### config.mk
export PLATFORM = sky130hd
export DESIGN_NAME = alu_seq_ctrl
export DESIGN_NICKNAME = d
export VERILOG_FILES = /design/src/rtl/alu_seq_ctrl.sv
export SDC_FILE = /design/constraint.sdc
export NUM_CORES = 1
export LEC_CHECK = 0
export CORE_MARGIN = 5
export CORE_UTILIZATION = 30
export CTS_CLUSTER_DIAMETER = 50
export DETAILED_ROUTE_END_ITERATION = 6
export HOLD_SLACK_MARGIN = 0.12
export PLACE_DENSITY_LB_ADDON = 0.15
export SYNTH_ARGS = -nofsm -noshare
export SYNTH_HDL_FRONTEND = slang
export SYNTH_SLANG_ARGS = --single-unit
### constraint.sdc
create_clock -name clk -period 1.7 [get_ports clk]
set_clock_uncertainty 0.1 [all_clocks]
set_input_delay 0.34 -clock clk [delete_from_list [all_inputs] [get_ports clk]]
set_output_delay 0.34 -clock clk [all_outputs]
set_load 0.02 [all_outputs]
### src/rtl/alu_seq_ctrl.sv
// alu_seq_ctrl: valid/ready command sequencer that is the sole master of the TRISC 4-bit ALU.
// Optional macro ALU_SEQ_MUL_EN builds the repeated-add multiply (op 100); otherwise op 100 is illegal.
module alu_seq_ctrl #(
    parameter int DATA_W = 4,
    parameter int CNT_W  = 4
) (
    input  logic              clk,
    input  logic              rst_n,
    input  logic              cmd_valid,
    output logic              cmd_ready,
    input  logic [2:0]        cmd_op,
    input  logic [DATA_W-1:0] cmd_a,
    input  logic [DATA_W-1:0] cmd_b,
    output logic              res_valid,
    input  logic              res_ready,
    output logic [DATA_W-1:0] res_data,
    output logic              res_z,
    output logic              res_n,
    output logic              res_v,
    output logic              res_c,
    output logic              res_err,
    output logic [DATA_W-1:0] alu_a,
    output logic [DATA_W-1:0] alu_b,
    output logic              alu_s0,
    output logic              alu_s1,
    input  logic [DATA_W-1:0] alu_r,
    input  logic              alu_ovr,
    input  logic              alu_cout
);
`ifdef ALU_SEQ_MUL_EN
    typedef enum logic [1:0] {IDLE, ISSUE, DONE, MSTEP} state_t;
    logic [CNT_W-1:0] cnt_q, cnt_d;
    logic             sc_q, sc_d;
`else
    typedef enum logic [1:0] {IDLE, ISSUE, DONE} state_t;
`endif
    state_t            state_q, state_d;
    logic [DATA_W-1:0] alu_a_q, alu_a_d, alu_b_q, alu_b_d, data_q, data_d;
    logic              s0_q, s0_d, s1_q, s1_d;
    logic              z_q, z_d, n_q, n_d, v_q, v_d, c_q, c_d, err_q, err_d;

    assign cmd_ready = state_q == IDLE;
    assign res_valid = state_q == DONE;
    assign res_data  = data_q;
    assign res_z     = z_q;
    assign res_n     = n_q;
    assign res_v     = v_q;
    assign res_c     = c_q;
    assign res_err   = err_q;
    assign alu_a     = alu_a_q;
    assign alu_b     = alu_b_q;
    assign alu_s0    = s0_q;
    assign alu_s1    = s1_q;

    // State, ALU drive and result registers; reset abandons any operation in flight
    always_ff @(posedge clk or negedge rst_n) begin
        if (!rst_n) begin
            state_q <= IDLE;
            alu_a_q <= '0;
            alu_b_q <= '0;
            s0_q    <= 1'b0;
            s1_q    <= 1'b0;
            data_q  <= '0;
            z_q     <= 1'b0;
            n_q     <= 1'b0;
            v_q     <= 1'b0;
            c_q     <= 1'b0;
            err_q   <= 1'b0;
`ifdef ALU_SEQ_MUL_EN
            cnt_q   <= '0;
            sc_q    <= 1'b0;
`endif
        end else begin
            state_q <= state_d;
            alu_a_q <= alu_a_d;
            alu_b_q <= alu_b_d;
            s0_q    <= s0_d;
            s1_q    <= s1_d;
            data_q  <= data_d;
            z_q     <= z_d;
            n_q     <= n_d;
            v_q     <= v_d;
            c_q     <= c_d;
            err_q   <= err_d;
`ifdef ALU_SEQ_MUL_EN
            cnt_q   <= cnt_d;
            sc_q    <= sc_d;
`endif
        end
    end

    // Next-state: accept in IDLE, capture ALU outputs in ISSUE/MSTEP, hold result in DONE
    always_comb begin
        state_d = state_q;
        alu_a_d = alu_a_q;
        alu_b_d = alu_b_q;
        s0_d    = s0_q;
        s1_d    = s1_q;
        data_d  = data_q;
        z_d     = z_q;
        n_d     = n_q;
        v_d     = v_q;
        c_d     = c_q;
        err_d   = err_q;
`ifdef ALU_SEQ_MUL_EN
        cnt_d   = cnt_q;
        sc_d    = sc_q;
`endif
        case (state_q)
            IDLE: if (cmd_valid) begin
                if (!cmd_op[2]) begin
                    alu_a_d = cmd_a;
                    alu_b_d = cmd_b;
                    s1_d    = cmd_op[1];
                    s0_d    = cmd_op[0];
                    err_d   = 1'b0;
                    state_d = ISSUE;
`ifdef ALU_SEQ_MUL_EN
                end else if (cmd_op == 3'b100) begin
                    alu_a_d = '0;
                    alu_b_d = cmd_a;
                    s1_d    = 1'b0;
                    s0_d    = 1'b0;
                    cnt_d   = CNT_W'(cmd_b);
                    sc_d    = 1'b0;
                    data_d  = '0;
                    z_d     = 1'b1;
                    n_d     = 1'b0;
                    v_d     = 1'b0;
                    c_d     = 1'b0;
                    err_d   = 1'b0;
                    state_d = (cmd_b != '0) ? MSTEP : DONE;
`endif
                end else begin
                    data_d  = '0;
                    z_d     = 1'b0;
                    n_d     = 1'b0;
                    v_d     = 1'b0;
                    c_d     = 1'b0;
                    err_d   = 1'b1;
                    state_d = DONE;
                end
            end
            ISSUE: begin
                data_d  = alu_r;
                z_d     = alu_r == '0;
                n_d     = alu_r[DATA_W-1];
                v_d     = alu_ovr & ~s1_q;
                c_d     = alu_cout & ~s1_q;
                state_d = DONE;
            end
`ifdef ALU_SEQ_MUL_EN
            MSTEP: begin
                alu_a_d = alu_r;
                cnt_d   = cnt_q - CNT_W'(1);
                sc_d    = sc_q | alu_cout;
                if (cnt_q == CNT_W'(1)) begin
                    data_d  = alu_r;
                    z_d     = alu_r == '0;
                    n_d     = alu_r[DATA_W-1];
                    v_d     = 1'b0;
                    c_d     = sc_q | alu_cout;
                    state_d = DONE;
                end
            end
`endif
            DONE: state_d = res_ready ? IDLE : DONE;
            default: state_d = IDLE;
        endcase
    end
endmodule

==> impl_metrics.csv <==
group,metric,value,unit
status,status,"finished clean",
global_route,grtUsageMet2,16.5,%
clock_network,cts_tree,"yes",
global_route,grt_busiest_layer,"met2",
power,leakagePower,0.577,nW
yosys,ys.flop_type,"dfrtp_1",
route,vias,588,
sta,worst_slew_pin_slew,0.444,ns
placement,port_buffers,41,
yosys,syn_nets,73,
worst_hold_path,hold_class,"input port to async pin",
cells_and_area,layout.nets,119,
cells_and_area,area_delta_synth_final,56.3,%
worst_setup_path,end_kind,"flip-flop",
global_route,grtUsageMet1,12.2,%
clock_network,holdBufCountCts,0,
sta,finalSetupTns,0,ns
sta,fin_crit_sh,93.9,%
power,irDropWorstVdd,0.000657,V
worst_setup_path,crit_path_max_fanout,11,
floorplanning,die_x,60.9,um
worst_setup_path,crit_path_max_incr_delay,0.41,ns
placement,routabilityCongestion,0.770,
yosys,synth-async-reset-ratio,100,%
clock_network,clock_latency,0.29,ns
global_route,grt_overflow,0,
yosys,netlist_instances,52,
yosys,yosysWarnings,0,
worst_setup_path,crit_chain,"buf_4, nor4b_2, buf_4, mux2_2",
yosys,syn-cell-area,776,um^2
global_route,grt_pass1_vias,635,
route,drc,0,
worst_setup_path,ff2ff_setup_slack,0.10,ns
global_route,met3_usage,5.32,%
global_route,grt_max_degree,21,
sta,hold_viol_final,0,
floorplanning,die_area,3700,um^2
floorplanning,core,2480,um^2
sta,finalMaxSlewViolations,0,
global_route,antenna_found_initial,0,
placement,dp_hpwl,1.33,mm
yosys,synth_top_area_share,64.5,%
worst_setup_path,arrival,1.68,ns
worst_setup_path,cp_common_cell,"buf_4",
route,firstDrtPassIters,3,
job,drv_cap,0,
route,drt-initial-drc-count,12,
placement,post-place-ws,-0.135,ns
worst_setup_path,critPathLaunchType,"flip-flop",
clock_network,clockBufferDepth,2,
yosys,synth_cell_types,16,
power,power_density,1230,nW/um^2
yosys,synthTopCellsByCount,"20 x dfrtp_1, 11 x mux2_2, 7 x a22o_1, 2 x nor2b_1",
sta,slew_headroom,70.3,%
floorplanning,num_io_pins,42,
yosys,synth_edf_count,0,
route,drtAntennaViolNets,0,
sta,max_freq,626,MHz
sta,fin_crit,1.60,ns
clock_network,numCtsBuffers,3,
cells_and_area,fillers,251,
sta,grt_setup_unrepaired,"false",
yosys,yosysTopAreaCell,"dfrtp_1",
yosys,synthTopCellsByArea,"dfrtp_1 65%, mux2_2 16%, a22o_1 7.9%",
floorplanning,die_h,60.9,um
sta,fin_ws,0.103,ns
placement,place_area,1220,um^2
yosys,ys_seq_elements,20,
worst_setup_path,slowest_stage,"dfrtp_1",
route,wl,1.73,mm
floorplanning,num_rows,18,
worst_setup_path,crit_required,1.78,ns
yosys,avgSynthCellArea,14.9,um^2
clock_network,clock-sinks,20,
sta,holdWs,0.268,ns
route,vias_per_cell,4.67,
sta,finalSetupViolCount,0,
cells_and_area,final_area,1210,um^2
global_route,grt_first_pass_wirelength,2.78,mm
clock_network,htree_levels,1,
cells_and_area,diodes,0,
cells_and_area,layout-drive-gt1-share,20.8,%
route,routedWlPerCell,13.7,um
yosys,yosysSeqAreaShare,64.5,%
worst_setup_path,crit_type,"flip-flop to flip-flop",
clock_network,root_buffer,"clkbuf_4",
clock_network,clk_pin_slew,0.10,ns
floorplanning,initial_utilization,31.3,%
global_route,grt_usage,10.2,%
yosys,yosysMostFrequentCell,"dfrtp_1",
## where the power goes
| part | leakage, nW | internal, mW | switching, mW |
|---|---|---|---|
| Combinational | 0.314 | 0.286 | 0.318 |
| Sequential | 0.249 | 0.608 | 0.0698 |
| Clock | 0.0138 | 0.0824 | 0.131 |
## cells in the final DEF, fill, tap and decap left out
cell	n
nor4b_2	1
clkbuf_4	3
o21ai_0	1
dlygate4sd2_1	19
nor4_1	1
nor2_1	1
nor2b_1	2
nand2_1	1
or2_0	1
buf_4	3
dfrtp_1	20
nand2b_1	1
a21oi_1	1
clkdlybuf4s50_1	20
inv_1	1
a22o_1	7
mux2_2	11
clkbuf_2	2
## per-layer routing
| metal | wire length (um) | vias to the layer above | part of all wire, % |
|---|---|---|---|
| li1 | - | 275 | - |
| met1 | 718 | 286 | 41 |
| met2 | 817 | 27 | 47 |
| met3 | 197 | 0 | 11 |
| met4 | 0 | 0 | 0 |
| met5 | 0 | - | 0 |
## per-stage QoR
step,power [mW],util (%),std cells
after floorplan,1.04,-,52
after global placement,1.41,49.4,123
after detailed placement,1.42,49.4,123
after CTS,1.54,49.3,126
after global routing,1.60,48.9,126
final,1.50,48.9,126
## flip-flops by register name (all words and copies together), names as in the netlist, 2 cells and up
signal    flops
alu_a         4
alu_b         4
res_data      4
state_q       2
## final timing paths
path	start	to	cells after the start
max reg2reg	state_q[0]	alu_a[0]	4
min in group clk	res_data[0]	res_data[0]	1
min reg2reg	res_data[0]	res_data[0]	1
min	rst_n	res_err	2
max in group asynchronous	rst_n	alu_a[1]	2
max	state_q[0]	alu_a[0]	4
## worst max-delay path, delay by kind of cell, from the launching register on
family | cells | cell delay (ns)
flip-flops | 1 | 0.41
AND/OR/NAND/NOR | 1 | 0.25
multiplexers | 1 | 0.35
buffers and inverters | 2 | 0.38
## kinds of logic (layout without fill, tap and decap cells)
kind of cell	after synthesis	count (layout)	synth area share, %
DFF	20	20	64.5
and+or+nand+nor	8	8	6.94
buffers and inverters	4	48	3.39
muxes	11	11	16.0
AOI/OAI and AO/OA	9	9	9.19
## area by class of cell
type,count,area [um^2],share of cell area (%)
inverters,1,3.75,0.310
flip-flops and latches,20,500,41.3
repair buffers,44,399,32.9
clock buffers,3,22.5,1.86
well taps,30,37.5,3.10
multi-input cells,28,249,20.5
## timing repair
item,CTS,global route
buffers inserted,0,0
setup endpoints to repair,21,2
gates resized for setup,22,3
(Power assumes the default switching activity.)
